## src/rtl/muldiv_pkg.sv

```systemverilog
// Shared encodings for the HI/LO multiply/divide sequencer.
package muldiv_pkg;

  // One iteration is performed per result bit.
  localparam int ITER = 32;

  localparam logic [1:0] OP_MULT  = 2'b00;
  localparam logic [1:0] OP_MULTU = 2'b01;
  localparam logic [1:0] OP_DIV   = 2'b10;
  localparam logic [1:0] OP_DIVU  = 2'b11;

  typedef enum logic [1:0] {
    IDLE = 2'd0,
    RUN  = 2'd1,
    FIX  = 2'd2
  } state_t;

  // funct[1] selects divide, funct[0] selects unsigned.
  function automatic logic op_is_div(input logic [1:0] op);
    return op[1];
  endfunction

  function automatic logic op_is_signed(input logic [1:0] op);
    return ~op[0];
  endfunction

endpackage

```

## src/rtl/muldiv_step.sv

```systemverilog
// Single combinational iteration: shift-add multiply or restoring divide.
// Multiply: {hi,lo} holds {partial product, remaining multiplier bits}.
// Divide:   hi is the partial remainder, lo shifts dividend out / quotient in.
module muldiv_step #(
  parameter int W = 32
) (
  input  logic         i_is_div,
  input  logic [W-1:0] i_hi,
  input  logic [W-1:0] i_lo,
  input  logic [W-1:0] i_m,
  output logic [W-1:0] o_hi,
  output logic [W-1:0] o_lo
);

  logic [W:0] w_sum;
  logic [W:0] w_shift;
  logic       w_ge;

  // One step of whichever algorithm the mode selects.
  always_comb begin
    w_sum   = {1'b0, i_hi} + (i_lo[0] ? {1'b0, i_m} : {(W+1){1'b0}});
    w_shift = {i_hi, i_lo[W-1]};
    w_ge    = (w_shift >= {1'b0, i_m});
    o_hi    = w_sum[W:1];
    o_lo    = {w_sum[0], i_lo[W-1:1]};
    if (i_is_div) begin
      // When the subtract succeeds the difference is below i_m, so W bits suffice.
      o_hi = w_ge ? (w_shift[W-1:0] - i_m) : w_shift[W-1:0];
      o_lo = {i_lo[W-2:0], w_ge};
    end
  end

endmodule

```

## src/rtl/hilo_muldiv_ctrl.sv

```systemverilog
// HI/LO owner: iterative mult/multu/div/divu sequencer plus mthi/mtlo/mf stall.
module hilo_muldiv_ctrl
  import muldiv_pkg::*;
#(
  parameter int DATA_W = ITER
) (
  input  logic              i_clk,
  input  logic              i_rst_n,
  input  logic              i_start,
  input  logic [1:0]        i_op,
  input  logic [DATA_W-1:0] i_operand_a,
  input  logic [DATA_W-1:0] i_operand_b,
  input  logic              i_mthi,
  input  logic              i_mtlo,
  input  logic [DATA_W-1:0] i_mt_data,
  input  logic              i_mf_req,
  output logic [DATA_W-1:0] o_hi_out,
  output logic [DATA_W-1:0] o_lo_out,
  output logic              o_busy,
  output logic              o_stall_req,
  output logic              o_done,
  output logic              o_div_zero
);

  localparam int CNT_W = $clog2(DATA_W);

  state_t              r_state, w_next;
  logic [CNT_W-1:0]    r_cnt;
  logic                r_is_div, r_neg_q, r_neg_r, r_dz;
  logic [DATA_W-1:0]   r_whi, r_wlo, r_m;
  logic [DATA_W-1:0]   r_hi, r_lo;
  logic                r_done, r_dzp;

  logic                w_sa, w_sb;
  logic [DATA_W-1:0]   w_abs_a, w_abs_b;
  logic [DATA_W-1:0]   w_step_hi, w_step_lo;
  logic [2*DATA_W-1:0] w_prod;
  logic [DATA_W-1:0]   w_fix_hi, w_fix_lo;

  muldiv_step #(.W(DATA_W)) u_step (
    .i_is_div (r_is_div),
    .i_hi     (r_whi),
    .i_lo     (r_wlo),
    .i_m      (r_m),
    .o_hi     (w_step_hi),
    .o_lo     (w_step_lo)
  );

  // Operand magnitudes for signed ops; the core always runs unsigned.
  always_comb begin
    w_sa    = op_is_signed(i_op) & i_operand_a[DATA_W-1];
    w_sb    = op_is_signed(i_op) & i_operand_b[DATA_W-1];
    w_abs_a = w_sa ? (~i_operand_a + 1'b1) : i_operand_a;
    w_abs_b = w_sb ? (~i_operand_b + 1'b1) : i_operand_b;
  end

  // Sign fixup applied at completion. With a zero divisor the restoring
  // loop leaves |a| in the remainder and all ones in the quotient, so only
  // the remainder needs its sign restored to reproduce operand_a.
  always_comb begin
    w_prod   = {r_whi, r_wlo};
    w_fix_hi = r_neg_r ? (~r_whi + 1'b1) : r_whi;
    w_fix_lo = r_wlo;
    if (!r_is_div) begin
      if (r_neg_q) w_prod = ~w_prod + 1'b1;
      {w_fix_hi, w_fix_lo} = w_prod;
    end else if (!r_dz && r_neg_q) begin
      w_fix_lo = ~r_wlo + 1'b1;
    end
  end

  // State register.
  always_ff @(posedge i_clk or negedge i_rst_n) begin
    if (!i_rst_n) r_state <= IDLE;
    else          r_state <= w_next;
  end

  // Next-state logic.
  always_comb begin
    w_next = r_state;
    case (r_state)
      IDLE:    if (i_start) w_next = RUN;
      RUN:     if (r_cnt == CNT_W'(DATA_W-1)) w_next = FIX;
      FIX:     w_next = IDLE;
      default: w_next = IDLE;
    endcase
  end

  // FSM outputs.
  always_comb begin
    o_busy      = (r_state != IDLE);
    o_stall_req = o_busy & (i_start | i_mf_req | i_mthi | i_mtlo);
  end

  // Datapath: operand latch, iteration, HI/LO update, completion pulses.
  always_ff @(posedge i_clk or negedge i_rst_n) begin
    if (!i_rst_n) begin
      r_cnt    <= '0;
      r_is_div <= 1'b0;
      r_neg_q  <= 1'b0;
      r_neg_r  <= 1'b0;
      r_dz     <= 1'b0;
      r_whi    <= '0;
      r_wlo    <= '0;
      r_m      <= '0;
      r_hi     <= '0;
      r_lo     <= '0;
      r_done   <= 1'b0;
      r_dzp    <= 1'b0;
    end else begin
      r_done <= 1'b0;
      r_dzp  <= 1'b0;
      case (r_state)
        IDLE: begin
          if (i_start) begin
            r_cnt    <= '0;
            r_is_div <= op_is_div(i_op);
            r_neg_q  <= w_sa ^ w_sb;
            r_neg_r  <= w_sa & op_is_div(i_op);
            r_dz     <= op_is_div(i_op) & (i_operand_b == '0);
            r_whi    <= '0;
            r_wlo    <= op_is_div(i_op) ? w_abs_a : w_abs_b;
            r_m      <= op_is_div(i_op) ? w_abs_b : w_abs_a;
          end else begin
            if (i_mthi) r_hi <= i_mt_data;
            if (i_mtlo) r_lo <= i_mt_data;
          end
        end
        RUN: begin
          r_whi <= w_step_hi;
          r_wlo <= w_step_lo;
          r_cnt <= r_cnt + 1'b1;
        end
        FIX: begin
          r_hi   <= w_fix_hi;
          r_lo   <= w_fix_lo;
          r_done <= 1'b1;
          r_dzp  <= r_dz;
        end
        default: ;
      endcase
    end
  end

  assign o_hi_out   = r_hi;
  assign o_lo_out   = r_lo;
  assign o_done     = r_done;
  assign o_div_zero = r_dzp;

endmodule

```

## config.mk

```make
export PLATFORM = sky130hd
export DESIGN_NAME = hilo_muldiv_ctrl
export DESIGN_NICKNAME = d
export VERILOG_FILES = /design/src/rtl/muldiv_pkg.sv /design/src/rtl/muldiv_step.sv /design/src/rtl/hilo_muldiv_ctrl.sv
export SDC_FILE = /design/constraint.sdc
export NUM_CORES = 1
export LEC_CHECK = 0
export ABC_CLOCK_PERIOD_IN_PS = 3800
export CAP_MARGIN = 15
export CORE_ASPECT_RATIO = 1.25
export CORE_MARGIN = 10
export CORE_UTILIZATION = 45
export DETAILED_ROUTE_END_ITERATION = 12
export PLACE_DENSITY_LB_ADDON = 0.05
export SLEW_MARGIN = 10
export SYNTH_ARGS = -nofsm -noshare
export SYNTH_HDL_FRONTEND = slang
export SYNTH_SLANG_ARGS = --single-unit
```

## constraint.sdc

```tcl
create_clock -name i_clk -period 3.8 [get_ports i_clk]
set_input_delay 0.76 -clock i_clk [delete_from_list [all_inputs] [get_ports i_clk]]
set_output_delay 0.76 -clock i_clk [all_outputs]
set_load 0.03 [all_outputs]
```

# Word-level counts from Yosys, hierarchy flattened

Index checks and enable logic that the tools add are counted.

Register bits: 173
Bits of input ports: 104
Output and inout port bits: 68
Logic and storage cells: 87

Add/subtract/negate cells: 8
$lt $le $gt $ge: 1
Equality and inequality tests: 8
Multiplexer cells: 30
Bitwise gates (word level): 15
Reduce and logical (&&, ||, !) cells: 12

Operator list:

| cell                                                 | count |
|---|---|
| two-way mux 32 bit                                   | 18 |
| case mux 32 bit (2 select lines)                     | 4 |
| adder 32 x 1 -> 32 bit (second input constant)       | 4 |
| NOT 32 bit                                           | 4 |
| adder 64 x 1 -> 64 bit (second input constant)       | 1 |
| two-way mux 64 bit                                   | 1 |
| NOT 64 bit                                           | 1 |
| adder 32 x 33 -> 33 bit                              | 1 |
| >= comparator 33 x 32 -> 1 bit                       | 1 |
| zero test 32 bit                                     | 1 |
| subtractor 32 bit                                    | 1 |
| inequality test 2 bit (second input constant)        | 5 |
| case mux 5 bit (2 select lines)                      | 1 |
| AND reduction 2 bit                                  | 3 |
| AND reduction 3 bit                                  | 2 |
| nonzero test 2 bit                                   | 3 |
| adder 5 x 1 -> 5 bit (second input constant)         | 1 |
| bitwise AND 1 bit                                    | 5 |
| equality test 5 bit (second input constant)          | 1 |
| two-way mux 5 bit                                    | 1 |
| two-way mux 2 bit                                    | 2 |
| case mux 2 bit (2 select lines)                      | 1 |
| bitwise OR 1 bit                                     | 3 |
| equality test 2 x 1 -> 1 bit (second input constant) | 1 |
| 7 further kinds                                      | 8 |

# Longest topological paths before layout

Gate-level depths: netlist (run 1).

Depth in word-level cells: 6
Depth in mapped cells: 15
Gate-level depth less buffers: 13

# Modules after synthesis

From an unflattened synthesis (run 1), not the netlist that was laid out.

Cells, all modules: 1989
Area, all modules: 15586.2 um^2

By module, submodules not included:

| module           | times used | cells each | area each (um^2) | seq. area each (um^2) |
|---|---|---|---|---|
| hilo_muldiv_ctrl | 1          | 1284       | 10719.0          | 4329.2 |
| muldiv_step      | 1          | 705        | 4867.2           | 0.0 |

# Worst setup path after synthesis (run 1)

Ideal clock, no wire load.

Kind: register to register
Start: reg r_wlo[0]
End: reg r_whi[30]
Library setup time: 0.125 ns
Arrival time: 3.073 ns
Data required time: 3.675 ns
Path slack: 0.602 ns
Cell stages (with the launch flop): 15
Path buffers: 2
Clock period less this slack: 3.198 ns
Cell sequence: dfrtp_1 clkbuf_1 inv_1 clkbuf_1 nor2_1 ha_1 a21oi_1 o211ai_1 a31oi_1 o21ai_0 a221o_1 a21oi_1 xnor2_1 nor2_1 a2111oi_0

Cells in the longest elaborated chain, start to end: 4

Ends and longest elaborated chain:

| what                             | line                    | RTL |
|---|---|---|
| start, declared                  | hilo_muldiv_ctrl.sv:30  | `logic [DATA_W-1:0] r_whi, r_wlo, r_m;` |
| start signal, assigned           | hilo_muldiv_ctrl.sv:122 | `r_wlo <= op_is_div(i_op) ? w_abs_a : w_abs_b;` |
| start signal, assigned           | hilo_muldiv_ctrl.sv:131 | `r_wlo <= w_step_lo;` |
| two-way mux 32 bit               | muldiv_step.sv:21       | `w_sum = {1'b0, i_hi} + (i_lo[0] ? {1'b0, i_m} : {(W+1){1'b0}});` |
| adder 32 x 33 -> 33 bit          | muldiv_step.sv:21       |  |
| two-way mux 32 bit               | muldiv_step.sv:26       | `if (i_is_div) begin` |
| case mux 32 bit (2 select lines) | hilo_muldiv_ctrl.sv:113 | `case (r_state)` |
| end signal, assigned             | hilo_muldiv_ctrl.sv:130 | `r_whi <= w_step_hi;` |
| end, declared                    | hilo_muldiv_ctrl.sv:30  |  |

No other way between the ends.
A chain may end at the register's enable or synchronous reset.

# Worst setup path in the final report (run 1)

Same ends and word-level chain as after synthesis.

==> results of run 1 <==
## timing repair
action / CTS / global route
endpoints found under the hold margin: 0 / 0
resized for setup: 0 / 1
endpoints found under the setup margin: 0 / 1
## where the power goes
group	leakage, nW	internal (mW)	total, mW	switching (mW)
clock network	0.297	0.907	1.86	0.950
registers	2.06	2.76	3.65	0.889
logic	5.11	5.05	12.4	7.38
total	7.47	8.72	17.9	9.22
## cells in the mapped netlist (10+ instances only)
library cell,instances
a211oi_1,44
a21o_1,37
a21oi_1,151
a22oi_1,29
a31oi_1,30
and2_1,10
and3_1,11
buf_1,13
clkbuf_1,85
dfrtp_1,173
ha_1,70
inv_1,67
mux2i_1,105
nand2_1,193
nand2b_1,24
nand3_1,28
nand4_1,11
nor2_1,159
nor2b_1,17
nor3_1,44
nor4_1,10
o211ai_1,17
o21ai_0,197
o31ai_1,21
xnor2_1,102
xor2_1,71
## flip-flops by register name, indices dropped and copies added (netlist names), 2 cells and up
| register | flops |
|---|---|
| r_whi | 32 |
| o_lo_out | 32 |
| r_state | 2 |
| r_cnt | 5 |
| r_wlo | 32 |
| o_hi_out | 32 |
| r_m | 32 |
## worst max-delay path: cells and delay by family, from the launching register on
family                     cells  cell delay, ns
AOI/OAI and AO/OA              7            1.89
xor gates and xnor gates       1            0.14
adders and majority gates      1            0.36
buffers and inverters          2            0.40
DFF                            1            0.43
and+or+nand+nor                2            0.14
## worst max-delay path by stage
stage,startpoint,end,slack (ns)
after floorplan,r_wlo[0],r_whi[30],0.60
after global placement,i_operand_b[5],r_wlo[30],0.25
after detailed placement,i_operand_a[10],r_wlo[29],0.21
after CTS,r_wlo[0],r_whi[30],0.35
after global routing,r_wlo[31],r_whi[30],0.03
final,r_wlo[0],r_whi[30],0.30
## layout make-up
| type | instances | area, sq um |
|---|---|---|
| multi-input combinational | 1508 | 9870 |
| fill | 3112 | 14700 |
| clock buffer | 18 | 439 |
| tap | 418 | 523 |
| inverter | 68 | 255 |
| clock inverter | 14 | 170 |
| timing repair buffer | 257 | 2390 |
| sequential | 173 | 4330 |
## layer usage
layer / track usage / part of all wire / up-vias
met5: 0 / 0 / -
met4: 0.109 / 0.038 / 0
met3: 0.0372 / 0.037 / 94
met2: 0.452 / 0.49 / 403
met1: 0.326 / 0.43 / 7141
li1: - / - / 7021
## through the flow
stage	util	hold slack, ns	instance area (sq um)	std cells
global route	0.550	0.343	18000	2456
finish	0.550	0.292	18000	2456
floorplan	-	0.449	14900	1862
detailed placement	0.531	0.473	17400	2424
CTS	0.550	0.310	18000	2456
global placement	0.531	0.465	17400	2424
## cells by family (layout without fill, tap and decap cells)
kind of cell	count (synthesis)	count (layout)	share of synthesized area
flops	173	173	0.290
fa+ha+maj	72	72	0.0614
simple gates	552	552	0.174
compound gates	600	600	0.248
xor+xnor	173	173	0.102
mux	111	111	0.0750
buf+inv	181	357	0.0496
==> results.md, run 1 <==
- Outcome: finished clean
- Worst-Skew Late Latency: 0.47 ns
- Share of the synthesized area in the top cell type: 0.290
- Initial Util: 0.456
- Post-synthesis async set-or-reset flop share: 1.00
- Fin Setup TNS: 0 ns
- Worst vdd ir: 0.000502 V
- First-pass GRT wire length: 84.8 mm
- Via/cell ratio: about 6.0
- Worst setup EP type: flip-flop
- DR WL/cell: 22.6 microns
- Slack of the critical path: 0.296 ns
- Clock buffer depth: 2
- Share of cells above drive strength 1: 0.0805
- Starting DRT DRC Count: 1123
- Vias in the first global route: ~14000
- Drt total wl: 55.4 mm
- CTS buffer count: 17
- Max H-tree Level: 4
- EDFF count, synth: 0
- # DRC: 0
- Total grt overflow: 0
- Full die area: 0.0409 sq mm
- Antenna diodes: 0
- Hold Fails Final Rpt: 0
- Leak: 7.47 nW
- Largest net degree at the start of global routing: between 70 and 80
- Slew Viols, Final: 0
- Data required, critical path: a little over 4 ns
- Post-synthesis sequential area ratio: 0.290
- Via count: 14700
- Top FF cell, synth: dfrtp_1
- Root Driver: clkbuf_16
- Min Tclk post-route: 3.50 ns
- CP max stage delay: 0.44 ns
- Antenna violations before repair: 0
- Layout area overhead: 20.6%
- Hold buffers post-CTS: 0
- Worst-margin pin slew: 0.850 ns
- Count of cell types in the netlist: 84
- Post-synthesis area per instance: between 8 and 9 sq um
- Post-Syn Area: around 0.015 sq mm
- Relative slew slack: 0.433
- Gpl congestion: 0.945
- GRT Total Usage: 0.264
- Worst Skew: 0.0142 ns
- CP Class: flip-flop to flip-flop
- Area leader, netlist: dfrtp_1
- Fmax: 285 MHz
- CP cell instances: inv_1 > buf_4 > nor2_1 > ha_1 > a21oi_1 > o21ai_0 > a31oi_1 > o21ai_0 > a221o_1 > a21oi_1 > xnor2_1 > nor2_1 > a2111oi_1
- Most common cell after layout, fill and taps aside: o21ai_0
- Crit-path max FO: 16
- Total power draw: 17.9 mW
- DR pass1 iterations: 6
- Synth warn: 0
- Flops & latches, synth: 173
- R2r endpoint: r_whi[30]
- Die Y: roughly 220 microns
- Max-Cap Viols: 0
- Mapped Cells: ~1900
- Clk slew on worst S/H paths: 0.09 ns
- Reg2Reg Setup Slack: 0.30 ns
- R2R cell count: 13
- ANT nets after route: 0
- Hold crit path type: input port to async pin
- CP startpoint kind: flip-flop
- Top cells by area, synth: dfrtp_1 (29%), mux2i_1 (7.0%), o21ai_0 (6.6%)
- CTS tree: done
- Setup violators final: 0
- Most frequent cells in the layout: o21ai_0 (197), nand2_1 (192), dfrtp_1 (172)
- Core area: 0.0327 sq mm
- Final nets: about 2200
- RSZ-0062 raised after global routing: no
- Hpwl dp: 44.5 mm
- Post-CTS setup buffers: 0
- Net Count, Synth: approximately 2000
- FP Rows: 74
- Io pins: 172
- CP max stage cell: a2111oi_1
- DP Worst Slack: around 0.21 ns
- Pwr dens: roughly 1000 mW/mm^2
- Die width: 183 microns
- Final worst path period share: 0.922
- CTS Sinks: 173
- Worst r2r src: r_wlo[0]
- Port buffer count: 171
- Arr. time, crit path: 3.83 ns
Power figures use the tool's default switching activity.
==> run 2, diff against run 1 <==
--- a/config.mk
+++ b/config.mk
@@ -5,6 +5,7 @@
 export SDC_FILE = /design/constraint.sdc
 export NUM_CORES = 1
 export LEC_CHECK = 0
+export ABC_AREA = 0
 export ABC_CLOCK_PERIOD_IN_PS = 3800
 export CAP_MARGIN = 15
 export CORE_ASPECT_RATIO = 1.25
@@ -12,6 +13,7 @@
 export CORE_UTILIZATION = 45
 export DETAILED_ROUTE_END_ITERATION = 12
 export PLACE_DENSITY_LB_ADDON = 0.05
+export SETUP_SLACK_MARGIN = 0.02
 export SLEW_MARGIN = 10
 export SYNTH_ARGS = -nofsm -noshare
 export SYNTH_HDL_FRONTEND = slang
==> results of run 2 <==
No change in the layout: final DEF, timing and power equal those of run 1.
